### src/rtl/pipeline_sequencer.sv
// Run/step/halt sequencer and hazard controller for the 5-stage MIPS pipeline.
// Drives pipeline write enables, load-use bubbles, branch flushes and a drain-to-DONE halt.
module pipeline_sequencer #(
  parameter int DRAIN_CYCLES = 4,
  parameter int CNT_W        = 32
) (
  input  logic             clk,
  input  logic             reset,
  input  logic             cmd_valid,
  input  logic [1:0]       cmd_code,
  output logic             cmd_ready,
  input  logic             halt_in_id,
  input  logic             id_ex_mem_read,
  input  logic [4:0]       id_ex_rt,
  input  logic [4:0]       if_id_rs,
  input  logic [4:0]       if_id_rt,
  input  logic             branch_taken,
  output logic             pipe_en,
  output logic             pc_write,
  output logic             if_id_write,
  output logic             if_id_flush,
  output logic             id_ex_bubble,
  output logic             pipe_clear,
  output logic [2:0]       state,
  output logic             done,
  output logic [CNT_W-1:0] cycle_count
);

  typedef enum logic [2:0] {
    S_IDLE  = 3'd0,
    S_RUN   = 3'd1,
    S_STEP  = 3'd2,
    S_DRAIN = 3'd3,
    S_DONE  = 3'd4
  } state_t;

  localparam logic [1:0] CMD_RUN   = 2'b00;
  localparam logic [1:0] CMD_STEP  = 2'b01;
  localparam logic [1:0] CMD_PAUSE = 2'b10;
  localparam logic [1:0] CMD_CLEAR = 2'b11;

  localparam int            DW         = (DRAIN_CYCLES > 1) ? $clog2(DRAIN_CYCLES) : 1;
  localparam logic [DW-1:0] DRAIN_LOAD = DW'(DRAIN_CYCLES - 1);

  state_t           state_q, state_d;
  logic [DW-1:0]    drain_q, drain_d;
  logic [CNT_W-1:0] count_q;
  logic             pipe_clear_q;
  logic             stall, halt_now, cmd_fire, clear_fire;
  logic             in_drain;

  // Every combinational output is gated by reset so nothing toggles the pipeline while held.
  assign pipe_en   = ~reset & (state_q == S_RUN || state_q == S_STEP || state_q == S_DRAIN);
  assign cmd_ready = ~reset & (state_q == S_IDLE || state_q == S_RUN || state_q == S_DONE);
  assign in_drain  = ~reset & (state_q == S_DRAIN);
  assign done      = ~reset & (state_q == S_DONE);

  assign stall = pipe_en & id_ex_mem_read & (id_ex_rt != 5'd0) &
                 ((id_ex_rt == if_id_rs) | (id_ex_rt == if_id_rt));

  // HALT is only taken once its own operands are valid, and it pre-empts any command.
  assign halt_now   = ~reset & halt_in_id & (state_q == S_RUN || state_q == S_STEP) & ~stall;
  assign cmd_fire   = cmd_valid & cmd_ready & ~halt_now;
  assign clear_fire = cmd_fire & (cmd_code == CMD_CLEAR);

  assign pc_write     = pipe_en & ~stall & ~halt_now & ~in_drain;
  assign if_id_write  = pc_write;
  assign if_id_flush  = pipe_en & branch_taken & ~stall & ~halt_now & ~in_drain;
  assign id_ex_bubble = stall | halt_now | in_drain;

  assign state       = state_q;
  assign pipe_clear  = pipe_clear_q;
  assign cycle_count = count_q;

  always_comb begin
    // NOTE: defaults first so every path assigns state_d/drain_d and no latch is inferred.
    state_d = state_q;
    drain_d = drain_q;
    case (state_q)
      S_IDLE: begin
        if (cmd_fire && cmd_code == CMD_RUN)  state_d = S_RUN;
        if (cmd_fire && cmd_code == CMD_STEP) state_d = S_STEP;
      end
      S_RUN: begin
        if (cmd_fire && (cmd_code == CMD_PAUSE || cmd_code == CMD_CLEAR)) state_d = S_IDLE;
      end
      S_STEP:  state_d = S_IDLE;
      S_DRAIN: begin
        if (drain_q == '0) state_d = S_DONE;
        else               drain_d = drain_q - DW'(1);
      end
      S_DONE: begin
        if (clear_fire) state_d = S_IDLE;
      end
      default: state_d = S_IDLE;
    endcase
    if (halt_now) begin
      state_d = S_DRAIN;
      drain_d = DRAIN_LOAD;
    end
  end

  // NOTE: sequential state uses non-blocking assignments so all registers update together.
  always_ff @(posedge clk) begin
    if (reset) begin
      state_q      <= S_IDLE;
      drain_q      <= '0;
      count_q      <= '0;
      pipe_clear_q <= 1'b0;
    end else begin
      state_q      <= state_d;
      drain_q      <= drain_d;
      pipe_clear_q <= clear_fire;
      if (clear_fire)                  count_q <= '0;
      else if (pipe_en && !(&count_q)) count_q <= count_q + CNT_W'(1);
    end
  end

endmodule

### config.mk
export PLATFORM = sky130hd
export DESIGN_NAME = pipeline_sequencer
export DESIGN_NICKNAME = d
export VERILOG_FILES = /design/src/rtl/pipeline_sequencer.sv
export SDC_FILE = /design/constraint.sdc
export NUM_CORES = 1
export LEC_CHECK = 0
export BUFFER_PORTS_ARGS = -buffer_cell sky130_fd_sc_hd__buf_2
export CAP_MARGIN = 20
export CORE_UTILIZATION = 56
export DETAILED_ROUTE_END_ITERATION = 10
export HOLD_SLACK_MARGIN = 0.08
export PLACE_DENSITY = 0.85
export SKIP_CTS_REPAIR_TIMING = 1
export SLEW_MARGIN = 30
export SYNTH_ARGS = -nofsm -noshare
export SYNTH_HDL_FRONTEND = slang
export SYNTH_SLANG_ARGS = --single-unit
### constraint.sdc
create_clock -name clk -period 3.3 [get_ports clk]
set_input_delay 0 -clock clk [delete_from_list [all_inputs] [get_ports clk]]
set_output_delay 0 -clock clk [all_outputs]
set_load 0.02 [all_outputs]
[Yosys cells after proc, flatten, opt, wreduce, memory -nomap -nowiden]
Index checks and enable logic that the tools add are counted.
Word-level totals
  word-level logic and storage cells: 83
  register bits: 38
  output and inout bits: 43
  input port bits: 23
Cells by class
  add/subtract/negate cells: 2
  multiplexer cells: 10
  equal/unequal tests: 18
  bitwise gates (word level): 27
  reductions and logical operators: 21
Operators with widths (number)
  32-bit by 1-bit adder with 32-bit output (second input constant): 1
  32-bit AND reduction: 1
  1-bit bitwise AND: 20
  3-bit two-way mux: 5
  3-bit case mux with 4 select lines: 1
  5-bit equality test: 2
  2-bit two-way mux: 4
  4-bit AND reduction: 2
  3-bit by 2-bit equality test with 1-bit output (second input constant): 2
  3-bit by 2-bit != test with 1-bit output (second input constant): 2
  1-bit logical OR: 5
  5-bit nonzero test: 1
  2-bit equality test (second input constant): 2
  1-bit logical AND: 4
  2-bit zero test: 2
  2-bit by 1-bit != test with 1-bit output (second input constant): 2
  2-bit != test (second input constant): 2
  4-bit by 2-bit != test with 1-bit output (second input constant): 1
  1-bit NOT: 4
  2-bit OR reduction: 2
  3-bit by 1-bit equality test with 1-bit output (second input constant): 1
  3-bit equality test (second input constant): 1
  3-bit zero test: 1
  3-bit by 1-bit != test with 1-bit output (second input constant): 1
  7 further kinds: 9

[Depth between registers and ports, before layout]
Gate-level depths: netlist (run 1).
  depth after elaboration: 16
  depth in mapped cells: 9
  mapped depth without buffers: 6

[Worst setup path before layout (run 1)]
No wires, ideal clock.
  path type: register -> register
  start point: reg state_q[1], in the netlist state[1]
  end point: reg count_q[3], in the netlist cycle_count[3]
  setup slack: 1.039 ns
  arrival: 2.181 ns
  clock period less this slack: 2.261 ns
  data required time: 3.220 ns
  cell stages (with the launch flop): 7
  library setup time: 0.080 ns
  path buffers: 1
  cells stage by stage: dfxtp_1 -> buf_2 -> nor2_1 -> nor3_1 -> o31ai_4 -> or3_1 -> a22oi_1
Between the ends
  word-level cells in the longest chain between the ends: 13
  elaborated cells on any way between the ends: 23
  classes of those cells: eq/ne: 4; bitwise: 12; reduce/logical: 7
Ends and longest elaborated chain
  start: declaration: line 45  | state_t state_q, state_d;
  start signal: assignment: line 111  | state_q <= state_d;
  3-bit by 1-bit equality test with 1-bit output / 3-bit by 2-bit equality test with 1-bit output (equally long branches): line 53  | assign pipe_en = ~reset & (state_q == S_RUN || state_q == S_STEP || state_q == S_DRAIN);
  1-bit logical OR: line 53
  1-bit logical OR *: line 53
  1-bit bitwise AND *: line 53
  net pipe_en: line 18  | output logic pipe_en,
  1-bit bitwise AND (3 in series): line 58  | assign stall = pipe_en & id_ex_mem_read & (id_ex_rt != 5'd0) &
  1-bit NOT: line 62  | assign halt_now = ~reset & halt_in_id & (state_q == S_RUN || state_q == S_STEP) & ~stall;
  1-bit bitwise AND: line 62
  1-bit NOT: line 63  | assign cmd_fire = cmd_valid & cmd_ready & ~halt_now;
  1-bit bitwise AND: line 63
  1-bit bitwise AND: line 64  | assign clear_fire = cmd_fire & (cmd_code == CMD_CLEAR);
  2-bit OR reduction (no source line)
  end signal: assignment: line 115  | else if (pipe_en && !(&count_q)) count_q <= count_q + CNT_W'(1);
  end: declaration: line 47  | logic [CNT_W-1:0] count_q;
Mark *: on every way through the listed nets, which the timed path passes. The rest lies on a longest branch.
A chain may end at the register's enable or synchronous reset.

[Final worst setup path (run 1)]
  start point: reg count_q[0], in the netlist cycle_count[0]
  end point: reg count_q[15], in the netlist cycle_count[15]
Between the ends
  word-level cells in the longest chain between the ends: 3
  elaborated cells on any way between the ends: 4
  classes of those cells: add/sub: 1; reduce/logical: 3
Ends and longest elaborated chain
  parallel branches: the longest is 3 deep, another holds 32-bit by 1-bit adder with 32-bit output
Several ways; the timed one is not identified.

==> impl_results.md, run 1 <==
* Largest family of logic cells by synthesized area: simple AND/OR/NAND/NOR gates
* Pwr dens at between 300 and 400 mW/mm^2
* Data arrival, critical path at roughly 2.5 ns
* Clock transition at path regs at about 0.070 ns
* Mapped Area at 0.00229 mm^2
* Vias/cell at 6.17
* Final WS setup at about 0.94 ns
* Max-slew headroom at 41.5%
* CTS Root Cell: clkbuf_8
* Period Utilization, post-route at just over 70%
* Starting DRT DRC Count at 112
* Die area at roughly 0.0043 mm^2
* Worst hold slack at about 0.083 ns
* IO buf count at 65
* Met1 Usage GRT at between 30% and 40%
* Total Wirelength at roughly 5500 um
* Syn Nets at around 300
* Hold path startpoint: cmd_code[1]
* RePlAce Congestion at around 0.80
* Vert. Die Dim at around 66 um
* Area growth syn-to-layout at 20.2%
* MaxCap Viol Count at 0
* Total GRT Usage at 26.3%
* Fin crit period at between 2 and 2.5 ns
* Max Freq at between 400 and 500 MHz
* GR Layer Usage met2 at around 45%
* CP Max Fanout at 16
* Clk_skew at slightly below 0.008 ns
* Most common cell after layout, fill and taps aside: buf_2
* Pleak at approximately 1.1 nW
* # rows at 22
* Ant. Diodes at 0
* Post-synthesis simple-gate area fraction at approximately 28%
* Share of post-route cells with drive strength above 1 at approximately a quarter
* Crit end category: flip-flop
* Drt pass-1 iters at 4
* Avg Cell Area, Syn at about 8.5 um^2
* Dpl ws at ~1 ns
* Sink Count at 38
* Drt wl/cell at 14.6 um
* Seq cells post-synth at 38
* Synth cell types at between 50 and 60
* Post-synthesis mux area share at less than 1%
* Worst Max-Slew Pin Slew at 0.872 ns
* Vias in the first global route at slightly above 2000
* Outcome: finished clean
* Final Hold Fails at 0
* Detailed placer's ending HPWL at 3730 um
* Adder-cell share of the synthesized area at 1.09%
* Initial antenna violation count at 0
* Antenna Violating Nets Remaining at 0
* Nets at around 350
* Placed Area at 0.00262 mm^2
* Most frequent cells in the layout: buf_2, dfxtp_1, a22oi_1
* Sequential share of the synthesized area at between 30% and 40%
* Die W at between 60 and 70 um
* CP startpoint kind: flip-flop
* Post-synth ARST share at 0%
* H-tree depth at 2
* First-pass GRT wire length at between 8000 and 9000 um
* FF-to-FF Start: cycle_count[0]$_SDFFE_PP0P_
* Global routing's busiest layer: met2
* Post-Layout Inst Area at 0.00275 mm^2
* Syn Inst Count at around 270
* Fin. max-slew vios at 0
* RSZ-0062 raised after global routing: no
* Via count at ~2300
* Post-Synth XOR/XNOR Area at around 7.3%
* Initial core utilization at 60.3%
* Core Area at 0.00380 mm^2
* Synth Warn # at 0
* Main flop type after synthesis: dfxtp_1
* CTS Buf Count at 5
* # DRC at 0
* Worst setup path start: cycle_count[0]$_SDFFE_PP0P_
* Crit path required time at ~3.5 ns
* Clk Latency, worst-skew pair at around 0.29 ns
* Worst vdd ir at around 0.25 mV
* Maximum clock insertion buffer count at 2
* M3 GR Usage at under 10%
* CP Class: reg2reg
* CTS tree: built
* Pin count of the biggest net entering global routing at 38
* Hold Crit Class: in2reg
* Final setup violation count at 0
* Post-synth EDFFs at 0
* Grt total ovfl at 0
* I/O pins at 66
* Setup TNS at 0 ns
* Synth Area in Compound Gates at about a quarter
* Fin util at between 70% and 80%
[metrics by stage]
step | std cells | power (mW)
after global routing | 378 | 0.993
after CTS | 374 | 0.950
final | 378 | 0.948
after floorplan | 268 | 0.579
after global placement | 366 | 0.622
after detailed placement | 366 | 0.625
[flip-flops by register name, summed over array words and instances, names as in the netlist]
register and cells:
drain_q 2, state 3, cycle_count 32, pipe_clear 1
[cell families after synthesis]
family,after synthesis
muxes,2
DFF,38
AOI/OAI and AO/OA,75
xor gates and xnor gates,19
adders and majority gates,2
buffers and inverters,27
and+or+nand+nor,105
[worst max-delay path: stages, from the launching register on]
cell and delay [ns]:
dfxtp_1 0.42, ha_1 0.28, nand2_1 0.09, or3_1 0.46, nor3_2 0.70, or4_1 0.22
a22oi_1 0.06
[final timing paths]
| kind | endpoint | slack [ns] | cells past startpoint |
|---|---|---|---|
| max | cycle_count[15]$_SDFFE_PP0P_ | 0.94 | 6 |
| min | pipe_clear$_SDFF_PP0_ | 0.08 | 3 |
| max reg2reg | cycle_count[15]$_SDFFE_PP0P_ | 0.94 | 6 |
| min reg2reg | cycle_count[21]$_SDFFE_PP0P_ | 0.51 | 2 |
[power breakdown]
part	total, mW	internal (mW)	switching, mW
Sequential	0.479	0.468	0.0113
Clock	0.328	0.169	0.159
Combinational	0.141	0.0562	0.0845
[cell usage after synthesis, types with 7 or more instances]
cell type | instances | area (um^2)
dfxtp_1 | 38 | 761
nor3_1 | 7 | 35.0
nand2_1 | 12 | 45.0
a21oi_1 | 12 | 60.1
a22oi_1 | 23 | 173
xor2_1 | 13 | 114
clkbuf_1 | 9 | 33.8
nand3_1 | 13 | 65.1
or4_1 | 17 | 128
inv_1 | 8 | 30.0
o31ai_1 | 17 | 128
nor2_1 | 10 | 37.5
or3_1 | 9 | 56.3
nand4_1 | 10 | 62.6
[final cells by class]
cell class / count / area [um^2]
clock inverters: 1 / 5.00
flip-flops and latches: 38 / 761
inverters: 8 / 30.0
multi-input cells: 203 / 1410
clock buffers: 7 / 86.3
well taps: 48 / 60.1
repair buffers: 73 / 395
fillers: 307 / 1050
[routing by layer]
layer  routed length (um)  share of wire, %
met1                 2430                44
met2                 2600                47
met3                  440               8.0
met4                   44              0.80
met5                    0                 0
No activity file was read; power rests on OpenSTA's default activity.
==> inputs of run 2 (changes only) <==
CORE_UTILIZATION = 47   (was 56)
PLACE_DENSITY = 0.76   (was 0.85)
clock period = 1.9 ns   (was 3.3 ns; I/O delays follow)
==> impl_results.md, run 2 (synthesis results as in run 1) <==
* MaxCap Viol Count at 0 (unchanged)
* Switching Share at 26.1% (-0.79 points)
* CTS Buf Count at 5 (unchanged)
* Seq pwr share at 45.3% (-5.2 points)
* Vert. Die Dim at 71.8 um (+8.9%)
* Grt total ovfl at 0 (unchanged)
* Crit path required time at 2.12 ns (-1.33 ns)
* CP startpoint kind: flip-flop
* Placed Instances at 411 (+12%)
* Final cell count without fillers at 427 (+13%)
* Max incr delay on CP at 0.51 ns (-0.19 ns)
* Hold path startpoint: reset
* Final Hold Fails at 0 (unchanged)
* CTS tree: built
* # rows at 25 (+14%)
* Critical path cell sequence: nand4_1 -> or3_4 -> nor4_4 -> or3b_1 -> a22oi_2
* First-pass GRT wire length at 9770 um (+8.8%)
* Ant. Diodes at 0 (unchanged)
* RePlAce Congestion at 0.830 (+3.1%)
* FF-to-FF Start: cycle_count[10]$_SDFFE_PP0P_
* Worst Max-Slew Pin Slew at 0.572 ns (-0.300 ns)
* Hold depth at 2 (-1)
* Die area at 0.00515 mm^2 (+19%)
* Outcome: finished with violations
* Crit end category: flip-flop
* Drt wl/cell at 15.6 um (+7.0%)
* IO buf count at 65 (unchanged)
* Data arrival, critical path at 2.15 ns (-0.36 ns)
* Comb power frac at 16.5% (+1.7 points)
* Hold Crit Class: in2reg
* Fin. max-slew vios at 0 (unchanged)
* Share of post-route cells with drive strength above 1 at 46.4% (+20 points)
* Layout fillers at 355 (+16%)
* CP Class: reg2reg
* RSZ-0062 raised after global routing: yes
* Worst reg-to-reg path cell count at 5 (-1)
* Sink Count at 38 (unchanged)
* H-tree depth at 2 (unchanged)
* Clk Latency, worst-skew pair at 0.29 ns (about the same)
* Nets at 397 (+12%)
* Pleak at 1.36 nW (+29%)
* Clock transition at path regs at 0.08 ns (about the same)
* Hold Path Sink: drain_q[1]$_SDFFE_PP0P_
* CP Max Fanout at 7 (-9)
* Antenna Violating Nets Remaining at 0 (unchanged)
* Area growth syn-to-layout at 45.2%
* Worst vdd ir at 0.501 mV (+100%)
* Starting DRT DRC Count at 104 (-7.1%)
* I/O pins at 66 (unchanged)
* Initial core utilization at 48.8% (-11 points)
* Via count at 2548 (+9.2%)
* CP delay by family, top: simple AND/OR/NAND/NOR gates
* Die W at 71.8 um (+8.9%)
* R2r endpoint: cycle_count[30]$_SDFFE_PP0P_
* Switch Pwr at 464 uW (+82%)
* Maximum clock insertion buffer count at 2 (unchanged)
* Internal Pwr Total at 1.31 mW (+89%)
* Critical path buffers and inverters at 0 (unchanged)
* Clk_skew at 0.00667 ns (-0.00106 ns)
* Post-Layout Inst Area at 0.00332 mm^2 (+21%)
* Pin count of the biggest net entering global routing at 33 (-13%)
* Total GRT Usage at 23.8% (-2.4 points)
* Max Freq at 519 MHz (+22%)
* Worst hold slack at 0.0614 ns (-0.0214 ns)
* Worst path depth at 5 (-1)
* Placed Area at 0.00305 mm^2 (+16%)
* Detailed placer's ending HPWL at 4280 um (+15%)
* Period Utilization, post-route at 101% (+30 points)
* Reg2reg setup slack at -0.03 ns (-0.97 ns)
* Worst path slowest cell: or3_4
* Vias in the first global route at 2241 (+9.9%)
* Vias/cell at 5.97 (-3.3%)
* Most common cell after layout, fill and taps aside: buf_2
* Fin util at 70.9% (-1.6 points)
* Final WS setup at -0.0258 ns (-0.970 ns)
* Core Area at 0.00469 mm^2 (+24%)
* Final total power at 1.77 mW (+87%)
* Flip-flop count of the largest register after layout at 32 (unchanged)
* Fin crit period at 1.93 ns (-0.430 ns)
* CTS Root Cell: clkbuf_8
* Final setup violation count at 1 (+1)
* Most frequent cells in the layout: buf_2, buf_4, a22oi_1
* Drt pass-1 iters at 4 (unchanged)
* Total Wirelength at 6660 um (+21%)
* Initial antenna violation count at 0 (unchanged)
* Max-slew headroom at 61.7% (+20 points)
* Failing checks: setup timing
* Pwr dens at 534 mW/mm^2 (+55%)
* Clk network pwr share at 38.2% (+3.6 points)
* # DRC at 0 (unchanged)
[run 2: power groups by stage]
stage          Combinational (mW)  Clock (mW)  Sequential (mW)
4_1_cts                     0.282       0.693            0.804
2_1_floorplan               0.158           0            0.843
3_5_place_dp                0.281           0            0.823
6_report                    0.293       0.677            0.803
5_1_grt                     0.322       0.712            0.804
3_3_place_gp                0.277           0            0.822
[run 2: how the worst max path moves through the flow]
stage | from | end | slack (ns)
2_1_floorplan | cycle_count[15]$_SDFFE_PP0P_ | cycle_count[30]$_SDFFE_PP0P_ | 0.006
3_3_place_gp | cycle_count[13]$_SDFFE_PP0P_ | cycle_count[30]$_SDFFE_PP0P_ | -0.04
3_5_place_dp | cycle_count[13]$_SDFFE_PP0P_ | cycle_count[30]$_SDFFE_PP0P_ | -0.09
4_1_cts | cycle_count[0]$_SDFFE_PP0P_ | cycle_count[26]$_SDFFE_PP0P_ | -0.11
5_1_grt | cycle_count[10]$_SDFFE_PP0P_ | cycle_count[30]$_SDFFE_PP0P_ | -0.1
6_report | cycle_count[10]$_SDFFE_PP0P_ | cycle_count[30]$_SDFFE_PP0P_ | -0.03
[run 2: final cells by class]
type / count / area [um^2] / area share, %
Multi-Input combinational cell: 203 / 1550 / 46.7
Sequential cell: 38 / 827 / 24.9
Timing Repair Buffer: 116 / 742 / 22.3
Clock buffer: 7 / 76.3 / 2.30
Tap cell: 54 / 67.6 / 2.03
Clock inverter: 1 / 30.0 / 0.903
Inverter: 8 / 30.0 / 0.903
[run 2: metal layers]
metal  wire (um)  up-vias  global-route usage (%)
met5           0        -                       0
li1            -     1243                       -
met2        3370       82                    41.7
met3         377       13                    4.50
met4         129        0                    9.59
met1        2790     1210                    28.7
[run 2: per-stage QoR]
stage          setup TNS (ns)  setup slack, ns
6_report              -0.0258          -0.0258
5_1_grt                -0.239          -0.0964
4_1_cts                -0.675           -0.110
3_5_place_dp           -0.272          -0.0900
3_3_place_gp          -0.0374          -0.0374
2_1_floorplan               0          0.00598
